===== config.mk =====
export PLATFORM = sky130hd
export DESIGN_NAME = vga_sync
export DESIGN_NICKNAME = d
export VERILOG_FILES = /design/src/rtl/vga_pkg.sv /design/src/rtl/vga_pix_div.sv /design/src/rtl/vga_sync.sv
export SDC_FILE = /design/constraint.sdc
export NUM_CORES = 1
export LEC_CHECK = 0
export ABC_AREA = 1
export CAP_MARGIN = 0
export CORE_ASPECT_RATIO = 0.8
export CORE_UTILIZATION = 35
export CTS_BUF_LIST = sky130_fd_sc_hd__clkbuf_16
export DETAILED_ROUTE_END_ITERATION = 10
export DONT_BUFFER_PORTS = 1
export GPL_TIMING_DRIVEN = 0
export PLACE_DENSITY = 0.62
export SLEW_MARGIN = 20
export SYNTH_ARGS = -nofsm -noshare
export SYNTH_HDL_FRONTEND = slang
export SYNTH_SLANG_ARGS = --single-unit
export TNS_END_PERCENT = 100

===== constraint.sdc =====
create_clock -name clk -period 1.49 [get_ports clk]
set_clock_uncertainty 0.1 [all_clocks]
set_input_delay 0.298 -clock clk [delete_from_list [all_inputs] [get_ports clk]]
set_output_delay 0.298 -clock clk [all_outputs]
set_load 0.02 [all_outputs]

===== src/rtl/vga_pkg.sv =====
// Shared VGA 640x480@60 timing constants, sync polarity and small decode helpers.
package vga_pkg;

  localparam int CW    = 10;
  localparam int NUM_W = 48;

  localparam int VGA_CLK_DIV  = 4;
  localparam int VGA_H_ACTIVE = 640;
  localparam int VGA_H_FP     = 16;
  localparam int VGA_H_SYNC   = 96;
  localparam int VGA_H_BP     = 48;
  localparam int VGA_V_ACTIVE = 480;
  localparam int VGA_V_FP     = 10;
  localparam int VGA_V_SYNC   = 2;
  localparam int VGA_V_BP     = 33;

  localparam int VGA_H_TOTAL = VGA_H_ACTIVE + VGA_H_FP + VGA_H_SYNC + VGA_H_BP;
  localparam int VGA_V_TOTAL = VGA_V_ACTIVE + VGA_V_FP + VGA_V_SYNC + VGA_V_BP;

  // Both syncs are active-low for this mode.
  localparam logic HSYNC_ACT = 1'b0;
  localparam logic VSYNC_ACT = 1'b0;

  function automatic logic in_range(input logic [CW-1:0] v, input int lo, input int hi);
    return (int'(v) >= lo) && (int'(v) <= hi);
  endfunction

endpackage


===== src/rtl/vga_pix_div.sv =====
// Pixel strobe generator: divides clk by CLK_DIV, gives a combinational tick and a registered pix_stb.
module vga_pix_div #(
  parameter int CLK_DIV = 4
) (
  input  logic clk,
  input  logic rst,
  output logic tick,
  output logic pix_stb
);

  localparam int DW = (CLK_DIV > 1) ? $clog2(CLK_DIV) : 1;

  logic [DW-1:0] div_cnt;

  assign tick = (div_cnt == DW'(CLK_DIV - 1));

  always_ff @(posedge clk) begin
    if (rst) begin
      div_cnt <= '0;
      pix_stb <= 1'b0;
    end else begin
      pix_stb <= tick;
      div_cnt <= tick ? '0 : div_cnt + DW'(1);
    end
  end

endmodule


===== src/rtl/vga_sync.sv =====
// VGA raster timing (counters, sync/de decode) plus the digit word handed to screen.
// VGA_SYNC_FRAME_LATCH_EN: numbers_concat only samples numbers_in on the frame_start edge.
module vga_sync
  import vga_pkg::*;
#(
  parameter int CLK_DIV  = VGA_CLK_DIV,
  parameter int H_ACTIVE = VGA_H_ACTIVE,
  parameter int H_FP     = VGA_H_FP,
  parameter int H_SYNC   = VGA_H_SYNC,
  parameter int H_BP     = VGA_H_BP,
  parameter int V_ACTIVE = VGA_V_ACTIVE,
  parameter int V_FP     = VGA_V_FP,
  parameter int V_SYNC   = VGA_V_SYNC,
  parameter int V_BP     = VGA_V_BP
) (
  input  logic             clk,
  input  logic             rst,
  input  logic [NUM_W-1:0] numbers_in,
  output logic [CW-1:0]    sx,
  output logic [CW-1:0]    sy,
  output logic             de,
  output logic             hsync,
  output logic             vsync,
  output logic             pix_stb,
  output logic             frame_start,
  output logic [NUM_W-1:0] numbers_concat
);

  localparam int H_TOTAL = H_ACTIVE + H_FP + H_SYNC + H_BP;
  localparam int V_TOTAL = V_ACTIVE + V_FP + V_SYNC + V_BP;
  localparam int HS_LO   = H_ACTIVE + H_FP;
  localparam int HS_HI   = H_ACTIVE + H_FP + H_SYNC - 1;
  localparam int VS_LO   = V_ACTIVE + V_FP;
  localparam int VS_HI   = V_ACTIVE + V_FP + V_SYNC - 1;

  logic          tick;
  logic          h_end, v_end, wrap;
  logic [CW-1:0] sx_nxt, sy_nxt;

  vga_pix_div #(.CLK_DIV(CLK_DIV)) u_div (
    .clk     (clk),
    .rst     (rst),
    .tick    (tick),
    .pix_stb (pix_stb)
  );

  assign h_end = (sx == CW'(H_TOTAL - 1));
  assign v_end = (sy == CW'(V_TOTAL - 1));
  assign wrap  = tick && h_end && v_end;

  always_comb begin
    sx_nxt = sx;
    sy_nxt = sy;
    if (tick) begin
      if (h_end) begin
        sx_nxt = '0;
        sy_nxt = v_end ? '0 : sy + CW'(1);
      end else begin
        sx_nxt = sx + CW'(1);
      end
    end
  end

  // Decode from the next-state counters so sync/de line up with the coordinates they ship with.
  always_ff @(posedge clk) begin
    if (rst) begin
      sx          <= '0;
      sy          <= '0;
      de          <= 1'b1;
      hsync       <= ~HSYNC_ACT;
      vsync       <= ~VSYNC_ACT;
      frame_start <= 1'b0;
    end else begin
      sx          <= sx_nxt;
      sy          <= sy_nxt;
      de          <= (sx_nxt < CW'(H_ACTIVE)) && (sy_nxt < CW'(V_ACTIVE));
      hsync       <= in_range(sx_nxt, HS_LO, HS_HI) ? HSYNC_ACT : ~HSYNC_ACT;
      vsync       <= in_range(sy_nxt, VS_LO, VS_HI) ? VSYNC_ACT : ~VSYNC_ACT;
      frame_start <= wrap;
    end
  end

`ifdef VGA_SYNC_FRAME_LATCH_EN
  // Sampling only at the frame boundary keeps the digits tear-free across a frame.
  always_ff @(posedge clk) begin
    if (rst)       numbers_concat <= '0;
    else if (wrap) numbers_concat <= numbers_in;
  end
`else
  always_ff @(posedge clk) begin
    if (rst) numbers_concat <= '0;
    else     numbers_concat <= numbers_in;
  end
`endif

endmodule

; ---- After elaboration in Yosys (flattened, before gate mapping)
; Index checks and enable logic that the tools add are counted.
[op_classes]
add_sub_neg = 3
n_lt_le_gt_ge = 6
eq_ne = 3
muxes = 7
reduce_logical = 6
[op_table]
columns = cell, count
row1 = two-way mux 10 bit, 5
row2 = adder 10 x 1 -> 10 bit (second input constant), 2
row3 = equality test 10 bit (second input constant), 2
row4 = greater-or-equal comparator 10 bit (second input constant), 1
row5 = greater-or-equal comparator 10 x 9 -> 1 bit (second input constant), 1
row6 = <= comparator 10 bit (second input constant), 1
row7 = <= comparator 10 x 9 -> 1 bit (second input constant), 1
row8 = less-than comparator 10 bit (second input constant), 1
row9 = less-than comparator 10 x 9 -> 1 bit (second input constant), 1
row10 = logical AND 1 bit, 5
row11 = adder 2 x 1 -> 2 bit (second input constant), 1
row12 = equality test 2 bit (second input constant), 1
row13 = two-way mux 1 bit, 2
row14 = OR reduction 2 bit, 1
[totals]
regBits = 75
output_inout_bits = 73
word_cells = 34

; ---- Depth between registers and ports, before layout
; Gate-level depths: netlist (run 1).
[depth]
ltp_word = 7
mapped_depth = 13

; ---- Cells and area by module
; From an unflattened synthesis (run 1), not the netlist that was laid out.
[unflattened]
hier_cells = 370
hier_area_um2 = 2810.2
[modules_own_cells]
columns = module, instances, cells_each, area_per_inst_um2, seq_area_each_um2
row1 = vga_sync, 1, 359, 2711.4, 1441.4
row2 = vga_pix_div, 1, 11, 98.8, 60.1

; ---- Worst setup path after synthesis (run 1)
; No wires, ideal clock.
[synth_path]
path_kind = flip-flop to flip-flop
from = register sx[0]
to = register de
setup_time_ns = 0.109
t_arrival_ns = 1.599
required_ns = 1.281
path_slack_ns = -0.318
path_stages_with_launch = 11
path_buffers = 0
period_less_slack_ns = 1.808
path_cell_list = dfxtp_1 ha_1 nand4_1 nor2_2 nand3_2 o21ai_1 nand2_1 nor2_1 nand3_1 nand2_1 inv_1
[synth_via]
elab_chain_cells = 5
elab_cells_between_ends = 9
[synth_rtl]
columns = item, line_no
row1 = start: declaration, vga_sync.sv:19  ; output logic [CW-1:0] sx,
row2 = start signal: assignment, vga_sync.sv:74  ; sx <= sx_nxt;
row3 = adder 10 x 1 -> 10 bit / equality test 10 bit (equally long branches), "vga_sync.sv:59, vga_sync.sv:47"
row4 = two-way mux 10 bit, vga_sync.sv:55  ; if (h_end) begin
row5 = two-way mux 10 bit, vga_sync.sv:54  ; if (tick) begin
row6 = less-than comparator 10 bit / less-than comparator 10 x 9 -> 1 bit (equally long branches), vga_sync.sv:76  ; de <= (sx_nxt < CW'(H_ACTIVE)) && (sy_nxt < CW'(V_ACTIVE));
row7 = logical AND 1 bit *, vga_sync.sv:76
row8 = end signal: assignment, vga_sync.sv:76
row9 = end: declaration, vga_sync.sv:21  ; output logic de,
; Mark *: on every way between the ends. The rest lies on a longest branch, timed or not.
; A chain may end at the register's enable or synchronous reset.

; ---- Worst setup path after layout (run 1)
; Same ends and word-level chain as after synthesis.

==> results.json, run 1 <==
{
  "status": "finished with violations",
  "violations": "negative setup slack",
  "avgRoutedWirePerCell_um": 13.8,
  "num_io_pins": 123,
  "drtAntennaViolNets": 0,
  "cts_buffers": 9,
  "fin_crit_ns": 1.82,
  "rows": 29,
  "drc": 0,
  "insertion_delay_ns": 0.33,
  "syn_nets": 431,
  "r2r-start": "sx[0]",
  "drt-initial-drc-count": 66,
  "synth_common_cells": "nor2_1 (88), inv_1 (82), dfxtp_1 (75)",
  "cp-endpoint": "de",
  "finalCritPeriodShare_pct": 122,
  "critical_path.max_fanout": 6,
  "clockRootBuffer": "clkbuf_16",
  "cts_tree": "yes",
  "areaGrowthSynthToFinish_pct": 48.5,
  "slew_violations": 0,
  "antenna_found_initial": 0,
  "yosysTopAreaCell": "dfxtp_1",
  "rr_endpoint": "de",
  "crit_type": "flip-flop to flip-flop",
  "syn-cell-area_um2": 2840,
  "ys.flop_type": "dfxtp_1",
  "finalSetupTns_ns": -2.20,
  "synth_edf_count": 0,
  "layout-drive-gt1-share_pct": 22.8,
  "path_clk_slew_ns": 0.06,
  "dp_hpwl_um": 4710,
  "die_y_um": 82.6,
  "r2r_cells": 11,
  "final_hold_viol_count": 0,
  "clock_path_buffers": 2,
  "setup_viol": 18,
  "synth.distinct_cells": 25,
  "die_x_um": 103,
  "crit_required_ns": 1.62,
  "maxCapViolations": 0,
  "synthArstFlopShare_pct": 0,
  "end_kind": "flip-flop",
  "port_buffers": 0,
  "grt.total_usage_pct": 19.1,
  "fin_util_pct": 53.4,
  "syn-instance-count": 377,
  "grt_pass1_vias": 2519,
  "fmax_ghz": 0.549,
  "clock-sinks": 75,
  "fin_nets": 513,
  "leakagePower_nw": 1.93,
  "startpoint_type": "flip-flop",
  "synth_top_area_share_pct": 52.8,
  "synth-seq-cells": 75,
  "ir_worst_vdd_uv": 604,
  "gp_congestion": 0.872,
  "grtUsageMet3_pct": 9.51,
  "rsz0062_at_grt": "true",
  "firstDrtPassIters": 4,
  "timing.final.ws_setup_ns": -0.332,
  "relSlewSlack_pct": 61.5,
  "finalInstanceArea_um2": 4220,
  "avgSynthCellArea_um2": 7.54,
  "worst_pin_slew_ns": 0.578,
  "grt_max_degree": 15,
  "grt-busiest-layer": "met2",
  "cts_htree_levels": 3,
  "viasPerCell": 4.52,
  "crit_start": "sx[0]",
  "grt_pass1_wl_um": 11900,
  "coreArea_um2": 7910,
  "placed_cell_area_um2": 3050,
  "dieArea_um2": 8490,
  "wirelength_um": 7910,
  "synth_area_leaders": "dfxtp_1 (53%), nor2_1 (12%), inv_1 (11%)",
  "initial_core_util_pct": 36.0,
  "yosysMostFrequentCell": "nor2_1",
  "diodes": 0,
  "pwr_density_cell_nw_per_um2": 1100,
  "ys_seq_area_share_pct": 52.8,
  "whs_ns": 0.118,
  "gr-usage-met2_pct": 30.6,
  "gr-total-overflow": 0,
  "ys_warn_count": 0,
  "vias": 2586,
  "met1_usage_pct": 21.2,
  "crit_arrival_ns": 1.95,
  "r2r_slack_ns": -0.33,
  "hold_path.class": "input pin to flip-flop"
}
[routing by layer]
layer,wire (um),share of wire [%]
met1,3330,42
met2,3680,47
met3,734,9.3
met4,163,2.1
met5,0,0
[repair_timing]
action | in CTS | in global routing
resized for setup | 23 | 38
pin swaps | 17 | 15
buffers inserted | 12 | 10
endpoints found under the hold margin | 51 | 0
endpoints found under the setup margin | 17 | 21
hold buffers | 49 | 0
[placed cells by master (no fill, tap or decap), drive strengths merged, types with 3 or more instances in the layout]
| cell type | Yosys | final |
|---|---|---|
| clkinv | 2 | 3 |
| clkbuf | 7 | 16 |
| inv | 82 | 85 |
| buf | 1 | 23 |
| nand3 | 22 | 22 |
| ha | 4 | 4 |
| nand2 | 54 | 54 |
| nand4 | 12 | 12 |
| o21ai | 8 | 8 |
| dlygate4sd3 | 0 | 49 |
| xor2 | 3 | 3 |
| dfxtp | 75 | 75 |
| nor2 | 97 | 97 |
[sequential cells by signal (all words and copies together) (netlist names)]
register and cells:
vsync 1, numbers_concat 48, u_div.div_cnt 2, sx 10, de 1, frame_start 1, u_div.pix_stb 1, hsync 1
sy 10
[where the power goes]
group	internal (W)	switching, W
logic	0.000133	0.000110
clock network	0.00130	0.000878
registers	0.00208	0.000132
total	0.00351	0.00112
[metrics by stage]
step	setup slack [ns]	cells	power, W
final	-0.332	572	0.00463
after detailed placement	-0.385	485	0.00238
after floorplan	-0.0701	377	0.00234
after global routing	-0.479	572	0.00482
after global placement	-0.376	485	0.00238
after CTS	-0.312	562	0.00468
[how the worst min path moves through the flow]
stage	startpoint	to	slack (ns)	cells after the start
floorplan	rst	sy[9]	0.27	1
global placement	rst	sy[9]	0.27	1
detailed placement	rst	sy[9]	0.28	1
CTS	rst	sx[9]	0.09	3
global route	rst	sx[9]	0.14	3
finish	rst	sx[9]	0.12	3
[critical path: stages (launching register included)]
cell      delay, ns
dfxtp_4        0.41
ha_4           0.19
nand2_2        0.07
nand3b_1       0.21
o21bai_1       0.21
nand3_1        0.12
nand2_1        0.09
inv_1          0.05
nor2_2         0.11
nor2_1         0.05
nand2_1        0.06
inv_1          0.03
[kinds of logic (layout without fill, tap and decap cells)]
kind of cell    Yosys count  after routing  share of synthesized area, %
compound gates           14             14                          3.04
xor+xnor                  3              3                         0.924
fa+ha+maj                 4              4                          1.76
buf+inv                  92            179                          12.3
flops                    75             75                          52.8
simple gates            189            189                          29.2
[layout make-up]
type                            instances  area [um^2]
Inverter                               84          325
Clock inverter                          7         75.1
Timing Repair Buffer                   71          671
Clock buffer                            9          225
Fill cell                             707         3690
Multi-Input combinational cell        210         1210
Tap cell                              108          135
Buffer                                  8         33.8
Sequential cell                        75         1540
Power figures use the tool's default switching activity.
==> inputs of run 2 (changes only) <==
- MAX_ROUTING_LAYER: default -> met4
==> results.json, run 2 (synthesized netlist as in run 1, its figures left out) <==
{
  "status": "finished with violations",
  "violations": "negative setup slack",
  "die_y_um": 82.6,
  "top_register": "numbers_concat",
  "clock_path_buffers": 2,
  "holdPathStages": 3,
  "grt_pass1_wl_um": 11900,
  "pwr_density_cell_nw_per_um2": 1100,
  "crit_buf_inv": 2,
  "dieArea_um2": 8490,
  "crit_required_ns": 1.62,
  "rsz0062_at_grt": "true",
  "coreArea_um2": 7910,
  "setup_viol": 17,
  "cts_buffers": 9,
  "firstDrtPassIters": 4,
  "fin_nets": 513,
  "hold_path.class": "input pin to flip-flop",
  "worstHoldStart": "rst",
  "total_power_w": 0.00464,
  "insertion_delay_ns": 0.33,
  "avgRoutedWirePerCell_um": 13.8,
  "crit_chain": "ha_4 -> nand2_2 -> nand3b_1 -> o21bai_1 -> nand3_1 -> nand2_1 -> inv_1 -> nor2_2 -> nor2_1 -> nand2_1 -> inv_1",
  "areaGrowthSynthToFinish_pct": 48.5,
  "timing.final.ws_setup_ns": -0.341,
  "drtAntennaViolNets": 0,
  "startpoint_type": "flip-flop",
  "grt_pass1_vias": 2527,
  "diodes": 0,
  "fin_crit_ns": 1.83,
  "fin_util_pct": 53.4,
  "finalCritPeriodShare_pct": 123,
  "die_x_um": 103,
  "final_hold_viol_count": 0,
  "most-common-layout-cells": "inv_1 (81), nor2_1 (77), dfxtp_1 (56), dlygate4sd3_1 (49), nand2_1 (46)",
  "drt-initial-drc-count": 77,
  "finalSetupTns_ns": -2.20,
  "crit_type": "flip-flop to flip-flop",
  "r2r-start": "sx[0]",
  "cp_slowest_cell": "dfxtp_4",
  "largest_register_ffs": 48,
  "worst_pin_slew_ns": 0.574,
  "cts_tree": "yes",
  "r2r_slack_ns": -0.34,
  "viasPerCell": 4.51,
  "cts_htree_levels": 3,
  "fmax_ghz": 0.546,
  "num_io_pins": 123,
  "clock-sinks": 75,
  "rows": 29,
  "vias": 2582,
  "placed_cell_area_um2": 3050,
  "slew_violations": 0,
  "layout-drive-gt1-share_pct": 22.8,
  "wirelength_um": 7920,
  "rr_endpoint": "de",
  "grt_max_degree": 15,
  "critical_path.max_fanout": 6,
  "initial_core_util_pct": 36.0,
  "gr-total-overflow": 0,
  "dp_hpwl_um": 4710,
  "final_common_cell": "inv_1",
  "reg.largest.list": "numbers_concat (48), sx (10), sy (10)",
  "finalInstanceArea_um2": 4220,
  "path_clk_slew_ns": 0.06,
  "hold_end": "sx[9]",
  "crit_arrival_ns": 1.96,
  "drc": 0,
  "end_kind": "flip-flop",
  "clockRootBuffer": "clkbuf_16",
  "maxCapViolations": 0,
  "leakagePower_nw": 1.93,
  "grt.total_usage_pct": 19.6,
  "critPathTopFamily": "simple AND/OR/NAND/NOR gates",
  "antenna_found_initial": 0,
  "critPathMaxStageDelay_ns": 0.41,
  "gp_congestion": 0.886,
  "relSlewSlack_pct": 61.8,
  "ir_worst_vdd_uv": 604,
  "port_buffers": 0,
  "r2r_cells": 11
}
==> run 2: tightest hold or removal path, delay by kind of cell <==
kind | cells | cell delay (ns)
buf+inv | 2 | 0.07
simple gates | 1 | 0.13
==> run 2: worst max-delay path by stage <==
stage                     cells past startpoint  endpoint  start
after floorplan                              10        de  sx[0]
after global placement                       10     vsync  sx[0]
after detailed placement                     10     vsync  sx[0]
after CTS                                    11        de  sx[0]
after global routing                         11        de  sx[0]
final                                        11        de  sx[0]
==> run 2: cell type report <==
type / count / area [um^2]
Buffer: 8 / 33.8
Clock buffer: 9 / 225
Clock inverter: 7 / 75.1
Fill cell: 707 / 3690
Inverter: 84 / 325
Multi-Input combinational cell: 210 / 1210
Sequential cell: 75 / 1540
Tap cell: 108 / 135
Timing Repair Buffer: 71 / 671
==> run 2: what timing repair did <==
action                                  4_1_cts  5_1_grt
setup buffers                                12       10
hold buffers                                 49        0
pin swaps                                    17       15
endpoints found under the setup margin       17       21
endpoints found under the hold margin        51        0
resized for setup                            23       38
==> run 2: stage by stage <==
stage / setup WS [ns] / std cells / hold slack [ns]
after floorplan: -0.0701 / 377 / 0.271
after global placement: -0.376 / 485 / 0.274
after detailed placement: -0.385 / 485 / 0.276
after CTS: -0.312 / 562 / 0.0946
after global routing: -0.479 / 572 / 0.141
final: -0.341 / 572 / 0.118
==> run 2: metal layers <==
layer  routed length, um  global-route usage, %  vias to the layer above
li1                    -                      -                     1292
met1                3430                   22.1                     1177
met2                3730                   30.7                      102
met3                 633                   7.66                       11
met4                 130                   9.01                        0
met5                   0                      -                        -
==> run 2: power breakdown <==
group	leakage [nW]	total, W	internal [W]	switching [W]
logic	1.16	0.000243	0.000133	0.000111
registers	0.630	0.00221	0.00208	0.000133
clock network	0.144	0.00218	0.00130	0.000878
total	1.93	0.00464	0.00351	0.00112
==> inputs of run 3 (changes only) <==
- DONT_BUFFER_PORTS: 1 -> default
- PLACE_DENSITY: 0.62 -> 0.82
==> results.json, run 3 (synthesized netlist as in run 1, its figures left out) <==
{
  "most-common-layout-cells": "inv_1 (80), nor2_1 (76), dlygate4sd2_1 (60), dfxtp_1 (58), clkdlybuf4s50_1 (49)",
  "layout-drive-gt1-share_pct": 24.3,
  "cp_slowest_cell": "dfxtp_4",
  "largest_register_ffs": 48,
  "diodes": 0,
  "hold_path.class": "input pin to flip-flop",
  "startpoint_type": "flip-flop",
  "cts_htree_levels": 3,
  "grt.total_usage_pct": 18.2,
  "avgRoutedWirePerCell_um": 12.8,
  "top_register": "numbers_concat",
  "num_io_pins": 123,
  "p_comb_share_pct": 9.3,
  "timing.final.ws_setup_ns": -0.247,
  "finalCritPeriodShare_pct": 117,
  "antenna_found_initial": 0,
  "rows": 29,
  "relSlewSlack_pct": 81.3,
  "maxCapViolations": 0,
  "critPathTopFamily": "simple AND/OR/NAND/NOR gates",
  "wirelength_um": 8220,
  "fmax_ghz": 0.576,
  "vias": 2954,
  "port_buffers": 122,
  "grt_pass1_vias": 2520,
  "r2r-start": "sy[0]",
  "rr_endpoint": "vsync",
  "slew_violations": 0,
  "crit_chain": "inv_4 -> buf_4 -> nor3_2 -> nand3_2 -> nand2_1 -> nand2_2 -> inv_1 -> nand2_1 -> nor2_2 -> nand4_1",
  "crit_required_ns": 1.59,
  "path_clk_slew_ns": 0.06,
  "holdPathStages": 3,
  "leakagePower_nw": 2.40,
  "final-seq-area_um2": 1530,
  "crit_type": "flip-flop to flip-flop",
  "clkPwrFrac_pct": 48.4,
  "hold_buffers": 0,
  "areaGrowthSynthToFinish_pct": 72.8,
  "viasPerCell": 4.59,
  "pwr-share-seq_pct": 42.3,
  "crit_top_cell": "nand2_1",
  "clockRootBuffer": "clkbuf_16",
  "multi_input_area_um2": 1250,
  "rsz0062_at_grt": "true",
  "drt-initial-drc-count": 164,
  "grt_max_degree": 14,
  "cts_buffers": 9,
  "coreArea_um2": 7910,
  "insertion_delay_ns": 0.33,
  "fin_nets": 585,
  "whs_ns": 0.375,
  "crit_buf_inv": 3,
  "initial_core_util_pct": 36.0,
  "fin_crit_ns": 1.74,
  "clock-sinks": 75,
  "crit_arrival_ns": 1.84,
  "gr-total-overflow": 0,
  "die_y_um": 82.6,
  "cts_tree": "yes",
  "violations": "design-rule violations, negative setup slack",
  "clock_path_buffers": 2,
  "r2r_slack_ns": -0.25,
  "nFillCells": 679,
  "pwr_density_cell_nw_per_um2": 1010,
  "dieArea_um2": 8490,
  "ir_worst_vdd_uv": 762,
  "final_common_cell": "inv_1",
  "critPathMaxStageDelay_ns": 0.39,
  "status": "finished with violations",
  "firstDrtPassIters": 9,
  "gp_congestion": 0.895,
  "critical_path.max_fanout": 4,
  "end_kind": "flip-flop",
  "die_x_um": 103,
  "worst_pin_slew_ns": 0.279,
  "dp_hpwl_um": 5460,
  "hold_end": "numbers_concat[24]",
  "final_hold_viol_count": 0,
  "switchingPower_w": 0.00109,
  "grt_pass1_wl_um": 11400,
  "drtAntennaViolNets": 0,
  "reg.largest.list": "numbers_concat (48), sx (10), sy (10)",
  "internal-power_w": 0.00388,
  "drc": 2,
  "setup_viol": 13,
  "fin_util_pct": 62.1,
  "p_sw_share_pct": 21.9,
  "r2r_cells": 10,
  "worstHoldStart": "numbers_in[24]"
}
==> run 3: power groups by stage <==
stage	clock network (W)	logic (W)	registers, W
2_1_floorplan	0	0.0000973	0.00224
3_3_place_gp	0	0.000481	0.00215
3_5_place_dp	0	0.000491	0.00215
4_1_cts	0.00244	0.000456	0.00210
5_1_grt	0.00252	0.000500	0.00211
6_report	0.00240	0.000463	0.00210
==> run 3: metal layers <==
metal	vias to the layer above	global-route usage, %	wire (um)
met5	-	-	0
met4	0	7.46	201
met3	30	5.05	608
met2	158	31.1	4190
met1	1326	20.3	3220
li1	1440	-	-
==> run 3: worst reg2reg max path, delay by kind of cell, from the launching register on <==
family	cells	cell delay, ns
buf+inv	3	0.27
simple gates	7	0.85
flops	1	0.39
==> run 3: cell type report <==
type,count,share of cell area (%)
plain buffers,8,0.916
clock buffers,10,5.09
clock inverters,5,1.68
inverters,84,6.57
multi-input cells,210,25.4
flip-flops and latches,75,31.2
well taps,108,2.75
repair buffers,143,26.4
==> run 3: worst max-delay path by stage <==
stage,startpoint,to,slack [ns],cells past startpoint
after floorplan,sx[0],de,-0.07,10
after global placement,rst,frame_start,-0.71,4
after detailed placement,rst,sy[6],-0.70,4
after CTS,sy[0],vsync,-0.21,13
after global routing,sy[2],de,-0.40,11
final,sy[0],vsync,-0.25,10
==> run 3: through the flow <==
stage | cell area (um^2) | total power, W | setup slack (ns) | setup TNS, ns | std cells
after floorplan | 2920 | 0.00234 | -0.0701 | -0.129 | 377
after global placement | 4270 | 0.00263 | -0.709 | -40.35 | 607
after detailed placement | 4270 | 0.00264 | -0.701 | -41.00 | 607
after CTS | 4720 | 0.00500 | -0.211 | -0.619 | 634
after global routing | 4910 | 0.00513 | -0.402 | -2.40 | 643
final | 4910 | 0.00497 | -0.247 | -1.09 | 643
==> run 3: timing repair <==
item / in CTS / in global routing
setup endpoints to repair: 143 / 27
pin swaps: 16 / 24
gates resized for setup: 118 / 56
setup buffers: 12 / 9
